==> src/rtl/execute_state_sequencer_pkg.sv <==
// Shared encodings for the PIC16C5x execute sequencer and the write-control
// blocks that consume its Q4 state.
package execute_state_sequencer_pkg;

    localparam int INST_WIDTH    = 12;
    localparam int EX_STATE_BITS = 5;

    // Execute-phase state. Q4 states name the instruction class being
    // retired, so the W/GPR/PC/STATUS write controls can key directly off it.
    typedef enum logic [EX_STATE_BITS-1:0] {
        EX_Q1        = 5'd0,
        EX_Q2        = 5'd1,
        EX_Q3        = 5'd2,
        EX_Q4_CLRF   = 5'd3,
        EX_Q4_CLRW   = 5'd4,
        EX_Q4_FSZ    = 5'd5,
        EX_Q4_MOVF   = 5'd6,
        EX_Q4_MOVWF  = 5'd7,
        EX_Q4_BXF    = 5'd8,
        EX_Q4_BTFSX  = 5'd9,
        EX_Q4_RETLW  = 5'd10,
        EX_Q4_CALL   = 5'd11,
        EX_Q4_GOTO   = 5'd12,
        EX_Q4_MOVLW  = 5'd13,
        EX_Q4_ALUXLW = 5'd14,
        EX_Q4_ELSE   = 5'd15,
        EX_Q4_OPTION = 5'd16,
        EX_Q4_SLEEP  = 5'd17,
        EX_Q4_CLRWDT = 5'd18,
        EX_Q4_TRIS   = 5'd19,
        EX_Q4_NOP    = 5'd20,
        EX_HALT      = 5'd21
    } exState_t;

    // Low five bits of the 0000_0000_0xxx special-instruction group.
    localparam logic [4:0] SPC_NOP    = 5'd0;
    localparam logic [4:0] SPC_OPTION = 5'd2;
    localparam logic [4:0] SPC_SLEEP  = 5'd3;
    localparam logic [4:0] SPC_CLRWDT = 5'd4;

    // True for any of the Q4 instruction-retire states.
    function automatic logic isQ4(input exState_t s);
        return (s >= EX_Q4_CLRF) && (s <= EX_Q4_NOP);
    endfunction

    // Program-flow changes: the PC block loads a target instead of incrementing,
    // and the already-fetched next word must be discarded.
    function automatic logic isTransfer(input exState_t s);
        return (s == EX_Q4_GOTO) || (s == EX_Q4_CALL) || (s == EX_Q4_RETLW);
    endfunction

    // Conditional skips: the next word is discarded only when the condition holds.
    function automatic logic isSkip(input exState_t s);
        return (s == EX_Q4_FSZ) || (s == EX_Q4_BTFSX);
    endfunction

    // Flush value for the instruction following the one retiring in Q4.
    // A flushed instruction retires as EX_Q4_NOP, so flushes never chain.
    function automatic logic nextFlush(input exState_t s, input logic skip);
        if (isTransfer(s)) begin
            return 1'b1;
        end
        if (isSkip(s)) begin
            return skip;
        end
        return 1'b0;
    endfunction

endpackage

==> src/rtl/execute_state_sequencer_q4_decode.sv <==
// Combinational decode of the 12-bit instruction word into the Q4 retire
// state. The W, GPR and PC write controls share this encoding.
module inst_q4_decode
    import execute_state_sequencer_pkg::*;
(
    input  logic [INST_WIDTH-1:0]    ir,
    output logic [EX_STATE_BITS-1:0] q4State
);

    exState_t q4;

    // Classify the instruction by its upper six bits, refining the
    // 0000_00 / 0000_01 groups with the low bits.
    always_comb begin
        q4 = EX_Q4_NOP;
        casez (ir[11:6])
            6'b000000: begin
                if (ir[5]) begin
                    q4 = EX_Q4_MOVWF;
                end else begin
                    case (ir[4:0])
                        SPC_NOP:    q4 = EX_Q4_NOP;
                        SPC_OPTION: q4 = EX_Q4_OPTION;
                        SPC_SLEEP:  q4 = EX_Q4_SLEEP;
                        SPC_CLRWDT: q4 = EX_Q4_CLRWDT;
                        5'd5, 5'd6, 5'd7: q4 = EX_Q4_TRIS;
                        default:    q4 = EX_Q4_NOP;
                    endcase
                end
            end
            6'b000001: begin
                if (ir[5]) begin
                    q4 = EX_Q4_CLRF;
                end else if (ir[4:0] == 5'd0) begin
                    q4 = EX_Q4_CLRW;
                end else begin
                    q4 = EX_Q4_NOP;
                end
            end
            6'b00001?, 6'b0001??: q4 = EX_Q4_ELSE;
            6'b001000:            q4 = EX_Q4_MOVF;
            6'b001011, 6'b001111: q4 = EX_Q4_FSZ;
            6'b001001, 6'b001010,
            6'b001100, 6'b001101,
            6'b001110:            q4 = EX_Q4_ELSE;
            6'b010???:            q4 = EX_Q4_BXF;
            6'b011???:            q4 = EX_Q4_BTFSX;
            6'b1000??:            q4 = EX_Q4_RETLW;
            6'b1001??:            q4 = EX_Q4_CALL;
            6'b101???:            q4 = EX_Q4_GOTO;
            6'b1100??:            q4 = EX_Q4_MOVLW;
            6'b1101??, 6'b111???: q4 = EX_Q4_ALUXLW;
            default:              q4 = EX_Q4_NOP;
        endcase
    end

    assign q4State = q4;

endmodule

==> src/rtl/execute_state_sequencer.sv <==
// Execute-phase sequencer: runs the Q1..Q4 cycle, selects the Q4 retire
// state, tracks pipeline flushes and handles SLEEP halt / wake.
module execute_state_sequencer
    import execute_state_sequencer_pkg::*;
(
    input  logic                     clk,
    input  logic                     rst_n,
    input  logic [INST_WIDTH-1:0]    IR,
    input  logic                     skipCond,
    input  logic                     wake,
    output logic [EX_STATE_BITS-1:0] executeState,
    output logic                     irLoad,
    output logic                     pcInc,
    output logic                     flushed,
    output logic                     sleeping
);

    exState_t                 state;
    logic                     flush;
    logic [EX_STATE_BITS-1:0] decodedBits;
    exState_t                 decodedState;
    exState_t                 q4Sel;

    inst_q4_decode uDecode (
        .ir      (IR),
        .q4State (decodedBits)
    );

    assign decodedState = exState_t'(decodedBits);

    // A flushed instruction retires as NOP regardless of what IR holds.
    assign q4Sel = flush ? EX_Q4_NOP : decodedState;

    // Phase/halt state machine with registered strobes; flush only moves at
    // the Q4->Q1 edge (or on wake), so it is stable across a whole instruction.
    always_ff @(posedge clk or negedge rst_n) begin
        if (!rst_n) begin
            state    <= EX_Q1;
            flush    <= 1'b1;
            sleeping <= 1'b0;
            irLoad   <= 1'b0;
            pcInc    <= 1'b0;
        end else begin
            case (state)
                EX_Q1: state <= EX_Q2;
                EX_Q2: state <= EX_Q3;
                EX_Q3: begin
                    state  <= q4Sel;
                    irLoad <= 1'b1;
                    pcInc  <= !isTransfer(q4Sel);
                end
                EX_HALT: begin
                    if (wake) begin
                        state    <= EX_Q1;
                        flush    <= 1'b0;
                        sleeping <= 1'b0;
                    end
                end
                default: begin
                    irLoad <= 1'b0;
                    pcInc  <= 1'b0;
                    if (state == EX_Q4_SLEEP) begin
                        state    <= EX_HALT;
                        sleeping <= 1'b1;
                        flush    <= 1'b0;
                    end else if (isQ4(state)) begin
                        state <= EX_Q1;
                        flush <= nextFlush(state, skipCond);
                    end else begin
                        // Unused encodings recover to a clean instruction start.
                        state <= EX_Q1;
                    end
                end
            endcase
        end
    end

    assign executeState = state;
    assign flushed      = flush;

endmodule

==> config.mk <==
export PLATFORM = sky130hd
export DESIGN_NAME = execute_state_sequencer
export DESIGN_NICKNAME = d
export VERILOG_FILES = /design/src/rtl/execute_state_sequencer_pkg.sv /design/src/rtl/execute_state_sequencer_q4_decode.sv /design/src/rtl/execute_state_sequencer.sv
export SDC_FILE = /design/constraint.sdc
export NUM_CORES = 1
export LEC_CHECK = 0
export ABC_AREA = 1
export CAP_MARGIN = 30
export CORE_UTILIZATION = 40
export DETAILED_ROUTE_END_ITERATION = 6
export PLACE_DENSITY_LB_ADDON = 0.2
export SETUP_SLACK_MARGIN = 0.05
export SLEW_MARGIN = 10
export SYNTH_ARGS = -nofsm -noshare
export SYNTH_HDL_FRONTEND = slang
export SYNTH_SLANG_ARGS = --single-unit
==> constraint.sdc <==
create_clock -name clk -period 1.3 [get_ports clk]
set_input_delay 0.195 -clock clk [delete_from_list [all_inputs] [get_ports clk]]
set_output_delay 0.195 -clock clk [all_outputs]
set_load 0.005 [all_outputs]
==> results.yml <==
timing:
  min_period_ps: 1360
  setup_viol: 5
  final-max-slew-violation-count: 0
  fin_ws_ps: -60.1
  skew_ps: 14.4
  rsz0062_at_grt: "yes"
  finalHoldViolations: 0
  worstMarginPinSlew_ps: 452
  fin_crit_sh: 1.05
  slew_headroom: 0.698
  final.setup.tns_ps: -160
  fmax_ghz: 0.735
floorplanning:
  die_width_um: 48.5
  coreArea_mm2: 0.00200
  start_util: 0.432
  die_h_um: 48.5
  pin_count: 25
  placementRows: 16
  die_area_mm2: 0.00235
yosys:
  yosys_warnings: 0
  synth-simple-area-share: 0.543
  seq_area_frac_synth: 0.262
  synth_area_leaders: "dfrtp_1, nand2_1, nand3_1"
  synth_nets: 158
  muxShareOfSynthArea: 0
  synth_area_um2: 865
  syn_inst: 142
  synth_top_family_by_area: "simple AND/OR/NAND/NOR gates"
  synthFlopType: "dfrtp_1"
  synth_cell_type_count: 21
  synth_edf_count: 0
  synth_top_area_frac: 0.232
  synthXorXnorAreaFrac: 0
  synth.most_common_cell: "nand2_1"
  synth_commonest_cells: "nand2_1, nand3_1, nor2_1"
  synth_fa_ha_area_frac: 0
  synth_compound_area_frac: 0.0868
  ys_ff_latch: 9
  synthArstFlopShare: 1.00
  yosys.area.top_type: "dfrtp_1"
  synth_area_per_cell_um2: 6.09
grt:
  antenna_found_initial: 0
  grt_pass1_wl_um: 4580
  grt_max_degree: 10
  grt_util_all_layers: 0.252
  grt_pass1_vias: 1124
  grt_overflow_total: 0
cells_and_area:
  regArea_um2: 226
  antenna_cells: 0
  multi_input_area_um2: 679
  drive_above_1_share: 0.433
  nNetsFinal: 220
  fin_area_mm2: 0.00154
  fillers: 157
  stdcell_count: 230
  final_core_util: 0.770
  area_growth_syn_to_layout_pct: 78.3
power:
  power.total_mw: 2.23
  p_comb_frac: 0.688
  p_int_mw: 1.26
  p_per_area_mw_per_mm2: 1450
  p_leak_nw: 0.865
  seq_power_share: 0.212
  clkPwrFrac: 0.100
  p_sw_frac: 0.437
  p_sw_mw: 0.974
  ir_drop_uv: 1270
detailed_routing:
  finalWirelength_um: 3080
  drcViolationCount: 0
  wl_per_cell_um: 13.4
  drtIter0Drc: 47
  viasPerCell: 5.14
  vias: 1183
  drtPass1Iterations: 4
  postRouteAntennaNets: 0
outcome:
  outcome: "finished, violations left"
  violations: "setup timing"
hold_path:
  holdCritPathClass: "in -> async"
worst_setup_path:
  r2r-start: "executeState[3]"
  critical_path_required_ps: 1510
  worstSetupStartpoint: "executeState[3]"
  critPathLaunchType: "flop"
  worstSetupPathType: "reg -> reg"
  arrival_ps: 1570
  critical_path_peak_fanout: 3
  end_kind: "flop"
clocking:
  clock_path_buffers: 2
  cts_hold_buf: 0
  cts-root-buf: "clkbuf_4"
  clk_latency_ps: 270
  h-tree-depth: 1
  numCtsBuffers: 3
  clkTransAtPathRegs_ps: 70
  cts.sinks: 9
  cts_tree: "yes"
place:
  hpwlAfterDp_um: 1890
  dp.cells: 213
  gp_congestion: 0.910
  io_buffer_count: 24
  placed_cell_area_mm2: 0.00130
flow_run:
  drv_cap: 0
cell families after synthesis:
logic type             Yosys count
AO/OA/AOI/OAI                   13
buffers and inverters           23
flip-flops                       9
AND/OR/NAND/NOR                 97
power groups by stage:
stage	Sequential (mW)	Clock, mW	Combinational (mW)
6_report	0.472	0.224	1.53
5_1_grt	0.482	0.260	1.63
4_1_cts	0.467	0.221	1.29
3_5_place_dp	0.486	0	1.07
3_3_place_gp	0.484	0	1.05
2_1_floorplan	0.496	0	0.503
per-layer routing:
layer  vias to the layer above  routed length (um)  global-route usage
met5                         -                   0                   0
met4                         0                 134               0.108
met3                        20                 220              0.0660
li1                        583                   -                   -
met1                       519                1150               0.285
met2                        61                1580               0.446
path summary, 6_finish.rpt:
check / endpoint / slack [ps] / cells past startpoint
max: pcInc / -60 / 9
min: executeState[1] / 230 / 1
min in group clk: irLoad / 480 / 2
max reg2reg: pcInc / -60 / 9
min reg2reg: irLoad / 480 / 2
max in group asynchronous: flushed / 730 / 1
cell usage in the layout (no fill, tap or decap), drive strengths merged, types with 2 or more instances in the layout:
master	count
clkdlybuf4s50	4
dlygate4sd2	7
nor2	26
o21ai	4
nand2	39
buf	35
nor3	2
nand4	2
o22ai	2
clkdlybuf4s15	2
nand3	27
inv	22
a21oi	4
dlymetal6s2s	5
dfrtp	8
clkbuf	9
o31ai	2
worst max-delay path, stage by stage (launching register included):
cell	delay, ps
dfrtp_1	410
buf_6	130
nor2_4	100
nand2_2	100
nor2_4	100
inv_2	50
nor2_4	150
buf_6	130
nand2_2	60
nand2_1	70
through the flow:
stage	setup WS, ps	hold WS, ps
after floorplan	35.5	-101
after detailed placement	-652	468
final	-60.1	233
after global routing	-63.3	256
after global placement	-602	464
after CTS	-13.2	247
repair_timing:
item | in CTS | in global routing
setup buffers | 10 | 4
hold endpoints to repair | 0 | 0
setup endpoints to repair | 16 | 12
gates resized for setup | 45 | 34
pin swaps | 11 | 18
area by class of cell:
cell class | count | area share
inverters | 22 | 0.0552
flip-flops and latches | 9 | 0.147
clock buffers | 4 | 0.0170
multi-input cells | 110 | 0.441
repair buffers | 58 | 0.318
well taps | 27 | 0.0219
state kept, by name (all words and copies together), names as in the netlist:
register and count:
executeState 5, sleeping 1, flushed 1, irLoad 1
pcInc 1
Power figures use the tool's default switching activity.
